## src/rtl/apb_slave_mem_ws.sv

```systemverilog
// apb_slave_mem_ws: APB3 slave scratch memory with a fixed number of wait
// states and pslverr on out-of-range accesses. A dropped psel during the
// wait phase aborts the transfer cleanly, with no write and no pready.
// Optional feature: define APB_SLAVE_MEM_WPROT_EN to make words
// 0..WPROT_DEPTH-1 read-only. A write to one of them completes with pslverr.
// The memory is built from registers, so reset clears every word.
module apb_slave_mem_ws #(
  parameter int ADDR_WIDTH  = 4,
  parameter int DATA_WIDTH  = 32,
  parameter int DEPTH       = 16,
  parameter int WAIT_CYCLES = 0,
  parameter int WPROT_DEPTH = 4
) (
  input  logic                  pclk,
  input  logic                  presetn,
  input  logic                  psel,
  input  logic                  penable,
  input  logic                  pwrite,
  input  logic [ADDR_WIDTH-1:0] paddr,
  input  logic [DATA_WIDTH-1:0] pwdata,
  output logic [DATA_WIDTH-1:0] prdata,
  output logic                  pready,
  output logic                  pslverr
);

  // Wide enough to hold WAIT_CYCLES; it never has to count past that value.
  localparam int CNT_W = (WAIT_CYCLES == 0) ? 1 : $clog2(WAIT_CYCLES + 1);
  localparam logic [CNT_W-1:0] CNT_LAST = CNT_W'(WAIT_CYCLES);
  // Compare addresses at 33 bits so that DEPTH = 2^ADDR_WIDTH cannot overflow.
  localparam logic [32:0] DEPTH_EXT = 33'(DEPTH);

  typedef enum logic [1:0] {
    ST_IDLE = 2'd0,
    ST_WAIT = 2'd1,
    ST_RESP = 2'd2
  } state_t;

  state_t                state_reg, state_next;
  logic [CNT_W-1:0]      cnt_reg, cnt_next;
  logic                  enter_resp;
  logic                  addr_oor;
  logic                  err;
  logic                  wr_en;
  logic [DATA_WIDTH-1:0] rd_word;
  logic [DATA_WIDTH-1:0] prdata_reg;
  logic                  pready_reg;
  logic                  pslverr_reg;
  logic [DATA_WIDTH-1:0] mem_reg [DEPTH];

  // Error decode, taken from the bus during the cycle that enters RESP.
  assign addr_oor = (33'(paddr) >= DEPTH_EXT);

`ifdef APB_SLAVE_MEM_WPROT_EN
  localparam logic [32:0] WPROT_EXT = 33'(WPROT_DEPTH);
  logic wprot_hit;
  assign wprot_hit = pwrite && (33'(paddr) < WPROT_EXT);
  assign err       = addr_oor || wprot_hit;
`else
  assign err       = addr_oor;
`endif

  assign wr_en = enter_resp && pwrite && !err;

  // FSM state and wait counter registers.
  always_ff @(posedge pclk or negedge presetn) begin
    if (!presetn) begin
      state_reg <= ST_IDLE;
      cnt_reg   <= '0;
    end else begin
      state_reg <= state_next;
      cnt_reg   <= cnt_next;
    end
  end

  // Next-state logic. An abort in WAIT takes priority over reaching the count.
  always_comb begin
    state_next = state_reg;
    cnt_next   = cnt_reg;
    enter_resp = 1'b0;
    case (state_reg)
      ST_IDLE: begin
        if (psel && penable) begin
          if (WAIT_CYCLES == 0) begin
            state_next = ST_RESP;
            enter_resp = 1'b1;
          end else begin
            state_next = ST_WAIT;
            cnt_next   = CNT_W'(1);
          end
        end
      end
      ST_WAIT: begin
        if (!psel) begin
          state_next = ST_IDLE;
          cnt_next   = '0;
        end else if (cnt_reg == CNT_LAST) begin
          state_next = ST_RESP;
          enter_resp = 1'b1;
          cnt_next   = '0;
        end else begin
          cnt_next = cnt_reg + CNT_W'(1);
        end
      end
      ST_RESP: begin
        state_next = ST_IDLE;
      end
      default: begin
        state_next = ST_IDLE;
        cnt_next   = '0;
      end
    endcase
  end

  // Read mux over the in-range words. An out-of-range address reads as 0.
  always_comb begin
    rd_word = '0;
    for (int i = 0; i < DEPTH; i++) begin
      if (33'(paddr) == 33'(i)) begin
        rd_word = mem_reg[i];
      end
    end
  end

  // Memory array. Cleared on reset and written only on an error-free RESP entry.
  always_ff @(posedge pclk or negedge presetn) begin
    if (!presetn) begin
      for (int i = 0; i < DEPTH; i++) begin
        mem_reg[i] <= '0;
      end
    end else if (wr_en) begin
      for (int i = 0; i < DEPTH; i++) begin
        if (33'(paddr) == 33'(i)) begin
          mem_reg[i] <= pwdata;
        end
      end
    end
  end

  // Registered response: a one-cycle pready, pslverr qualified by pready,
  // and prdata that updates only on reads and holds its value otherwise.
  always_ff @(posedge pclk or negedge presetn) begin
    if (!presetn) begin
      pready_reg  <= 1'b0;
      pslverr_reg <= 1'b0;
      prdata_reg  <= '0;
    end else begin
      pready_reg  <= enter_resp;
      pslverr_reg <= enter_resp && err;
      if (enter_resp && !pwrite) begin
        prdata_reg <= err ? '0 : rd_word;
      end
    end
  end

  assign pready  = pready_reg;
  assign pslverr = pslverr_reg;
  assign prdata  = prdata_reg;

endmodule

```

## config.mk

```make
export PLATFORM = sky130hd
export DESIGN_NAME = apb_slave_mem_ws
export DESIGN_NICKNAME = d
export VERILOG_FILES = /design/src/rtl/apb_slave_mem_ws.sv
export SDC_FILE = /design/constraint.sdc
export NUM_CORES = 1
export LEC_CHECK = 0
export BUFFER_PORTS_ARGS = -buffer_cell sky130_fd_sc_hd__buf_2
export CAP_MARGIN = 25
export CORE_MARGIN = 1.5
export CORE_UTILIZATION = 50
export DETAILED_ROUTE_END_ITERATION = 12
export GPL_TIMING_DRIVEN = 0
export PLACE_DENSITY = 0.77
export SKIP_LAST_GASP = 1
export SYNTH_ARGS = -nofsm -noshare
export SYNTH_HDL_FRONTEND = slang
export SYNTH_SLANG_ARGS = --single-unit
```

## constraint.sdc

```tcl
create_clock -name pclk -period 3.5 [get_ports pclk]
set_input_delay 0.875 -clock pclk [delete_from_list [all_inputs] [get_ports pclk]]
set_output_delay 0.875 -clock pclk [all_outputs]
set_load 0.02 [all_outputs]
```

==> flow_summary.yaml <==
routing:
  detail_route.first_pass.iterations: 8
  detail-route-antenna-nets: 0
  dr_total_vias: 19900
  final_routed_wirelength_across_all_metal_layers_um: 96600
  drt-wirelength-per-cell_um: 33.3
  detail_route.drc_violations: 0
  routed_via_density: 6.86
  drt_iter0_markers: 2623
critical_path:
  worst_setup_path_start_kind: "flip-flop"
  critical-path-slowest-cell: "clkbuf_1"
  timing.setup.critical_path_class: "flip-flop to flip-flop"
  path_cells: "and3b_1, nand2b_1, clkbuf_1, clkbuf_1, a21oi_1, a21oi_1"
  critical_path.n_buffers_inverters: 2
  cp-end-kind: "flip-flop"
  crit_fanout: 10
  crit_path_max_incr_delay_ns: 0.95
  critical_path.top_delay_family: "buffers and inverters"
  crit_required_ns: 4.06
  worst-endpoint-arrival_ns: 3.82
die:
  die_width_um: 229
  design.portCount: 75
  core_area_um2: 50300
  area_enclosed_by_the_die_boundary_um2: 52400
  core.rowCount: 82
  starting_density_pct: 50.8
  fp.dieH_um: 229
synthesis:
  post-synth-top-area-fraction_pct: 53.5
  synthesis.area_per_instance_um2: 12.5
  synth_nets: 2088
  synthMostInstantiatedCell: "dfrtp_1"
  synth_edf_count: 0
  netlist_area_um2: 25500
  netlist_top_cells_count: "dfrtp_1, mux2_2, a21oi_1"
  ys.flop_type: "dfrtp_1"
  synthCells: 2047
  ys_types: 65
  synth.ff_latch_count: 546
  synth.yosys.warnings: 0
  async_reset_ff_share_pct: 100
  synth_seq_area_share_pct: 53.5
  synth.largest_area_cell: "dfrtp_1"
  ranking_of_synthesized_cells_by_area: "dfrtp_1, mux2_2, a21oi_1"
timing:
  fin_ws_ns: 0.248
  slew-limit-headroom_pct: 13.8
  finalHoldWorstSlack_ns: 0.180
  tightest_slew_ns: 1.29
  slew_violations: 0
  timing.final.crit_period_ns: 3.25
  max_freq_ghz: 0.307
  report.final.hold_viol_count: 0
  grt_setup_unrepaired: "false"
  fin_crit_sh_pct: 92.9
  clock-skew-final_ns: 0.0286
  final-setup-viol-count: 0
clock_tree:
  postCtsSetupRepairBufs: 0
  cts_hold_buffers: 0
  clock_tree_from_tritoncts: "built"
  clock_tree.buffer_depth: 3
  clock_tree.root_cell: "clkbuf_16"
  path_clk_slew_ns: 0.06
  clk_latency_ns: 0.66
  clock_tree_sinks: 546
  cts.htree.levels: 2
  cts_inserted_buffers: 56
  cts_resized: 0
power_and_ir_drop:
  vdd.ir_drop.worst_mv: 0.456
  static-leakage-power_nw: 13.4
  pwr_density_cell_nw_per_um2: 552
global_routing:
  global_route.peak_usage_layer: "met2"
  grtUsageMet3_pct: 12.0
  global_route.usage.total_pct: 36.5
  grt_max_degree: 131
  grt_util_met2_pct: 53.0
  grt_overflow: 0
  grt.met1_usage_pct: 46.1
  grt_pass1_wl_um: 137000
  grt_antenna_before_repair: 5
  grt_pass1_vias: 19700
place:
  hpwlAfterDp_um: 64200
  cell_count_after_placement: 2797
  placement.io_buffers: 71
  preCtsSetupSlack_ns: -0.213
  gp_congestion: 1.03
layout:
  layoutNonFillerInstCount: 2902
  largest_register_ffs: 512
  area_growth_pct: 12.7
  final.fill_count: 4045
  nNetsFinal: 2228
  drive_above_1_share_pct: 36.0
flow_run:
  maxCapViolations: 0
run_status:
  result_of_the_run: "finished clean"
worst_hold_path:
  worst_hold_path_type: "input port to asynchronous set/reset pin"
[layer usage]
metal | routed length (µm) | up-vias
met5 | 12 | -
met4 | 7850 | 2
met3 | 11900 | 428
met2 | 41000 | 1468
met1 | 35800 | 10200
li1 | - | 7834
[cell usage in the layout (no fill, tap or decap), types with 19 or more instances in the layout]
cell type,Yosys,routed
dfrtp_1,546,546
mux2_2,484,484
buf_2,92,162
a21oi_1,140,140
o21ai_0,105,105
clkbuf_1,59,76
nor2_1,69,69
o22ai_1,57,57
mux2i_1,56,56
clkbuf_16,0,56
nand2_1,50,50
mux2_1,36,36
a221oi_1,26,26
buf_4,23,23
o211ai_1,19,19
[area by class of cell]
class,instances,area (µm²),area share [%]
flip-flops and latches,546,13700,47.5
multi-input cells,1307,10900,37.9
clock buffers,83,1600,5.57
plain buffers,191,971,3.37
well taps,672,841,2.92
repair buffers,82,573,1.99
clock inverters,15,213,0.739
inverters,3,11.3,0.0391
diodes,3,7.51,0.0261
[stage by stage]
stage,TNS (ns),total power [mW],utilization (%),instance area (µm²)
2_1_floorplan,0,8.91,-,25500
3_3_place_gp,-4984.71,9.72,53.2,26700
4_1_cts,0,15.8,57.1,28700
3_5_place_dp,-2.93,9.86,53.5,26900
5_1_grt,0,16.3,57.2,28800
6_report,0,15.9,57.2,28800
[worst register-to-register path: cells and delay by family, from the launching register on]
kind,cells,cell delay (ns)
buffers and inverters,2,1.88
and+or+nand+nor,2,0.57
AOI/OAI and AO/OA,2,0.39
DFF,1,0.34
[path summary, 6_finish.rpt]
check                              from            to  slack, ns  depth (start not counted)
setup / recovery           state_reg[1]    prdata[15]       0.25                          6
hold / removal                  presetn   mem_reg[44]       0.18                          1
setup reg to reg           state_reg[1]    prdata[15]       0.25                          6
hold reg to reg             mem_reg[89]   mem_reg[89]       0.48                          1
max in group asynchronous       presetn  mem_reg[310]       1.21                          4
min in group pclk           mem_reg[89]   mem_reg[89]       0.48                          1
[power breakdown]
| part | switching [mW] | internal [mW] | total [mW] |
|---|---|---|---|
| sequential | 0.473 | 7.10 | 7.57 |
| clock | 2.64 | 3.40 | 6.03 |
| combinational | 1.31 | 0.971 | 2.28 |
[kinds of logic (layout without fill, tap and decap cells)]
group / Yosys count / count (layout) / share of synthesized area [%]
mux: 581 / 581 / 25.6
flops: 546 / 546 / 53.5
compound gates: 510 / 510 / 12.8
simple gates: 215 / 215 / 4.24
buf+inv: 194 / 374 / 3.85
other cells: 1 / 4 / 0.0147
(Power assumes the default switching activity.)
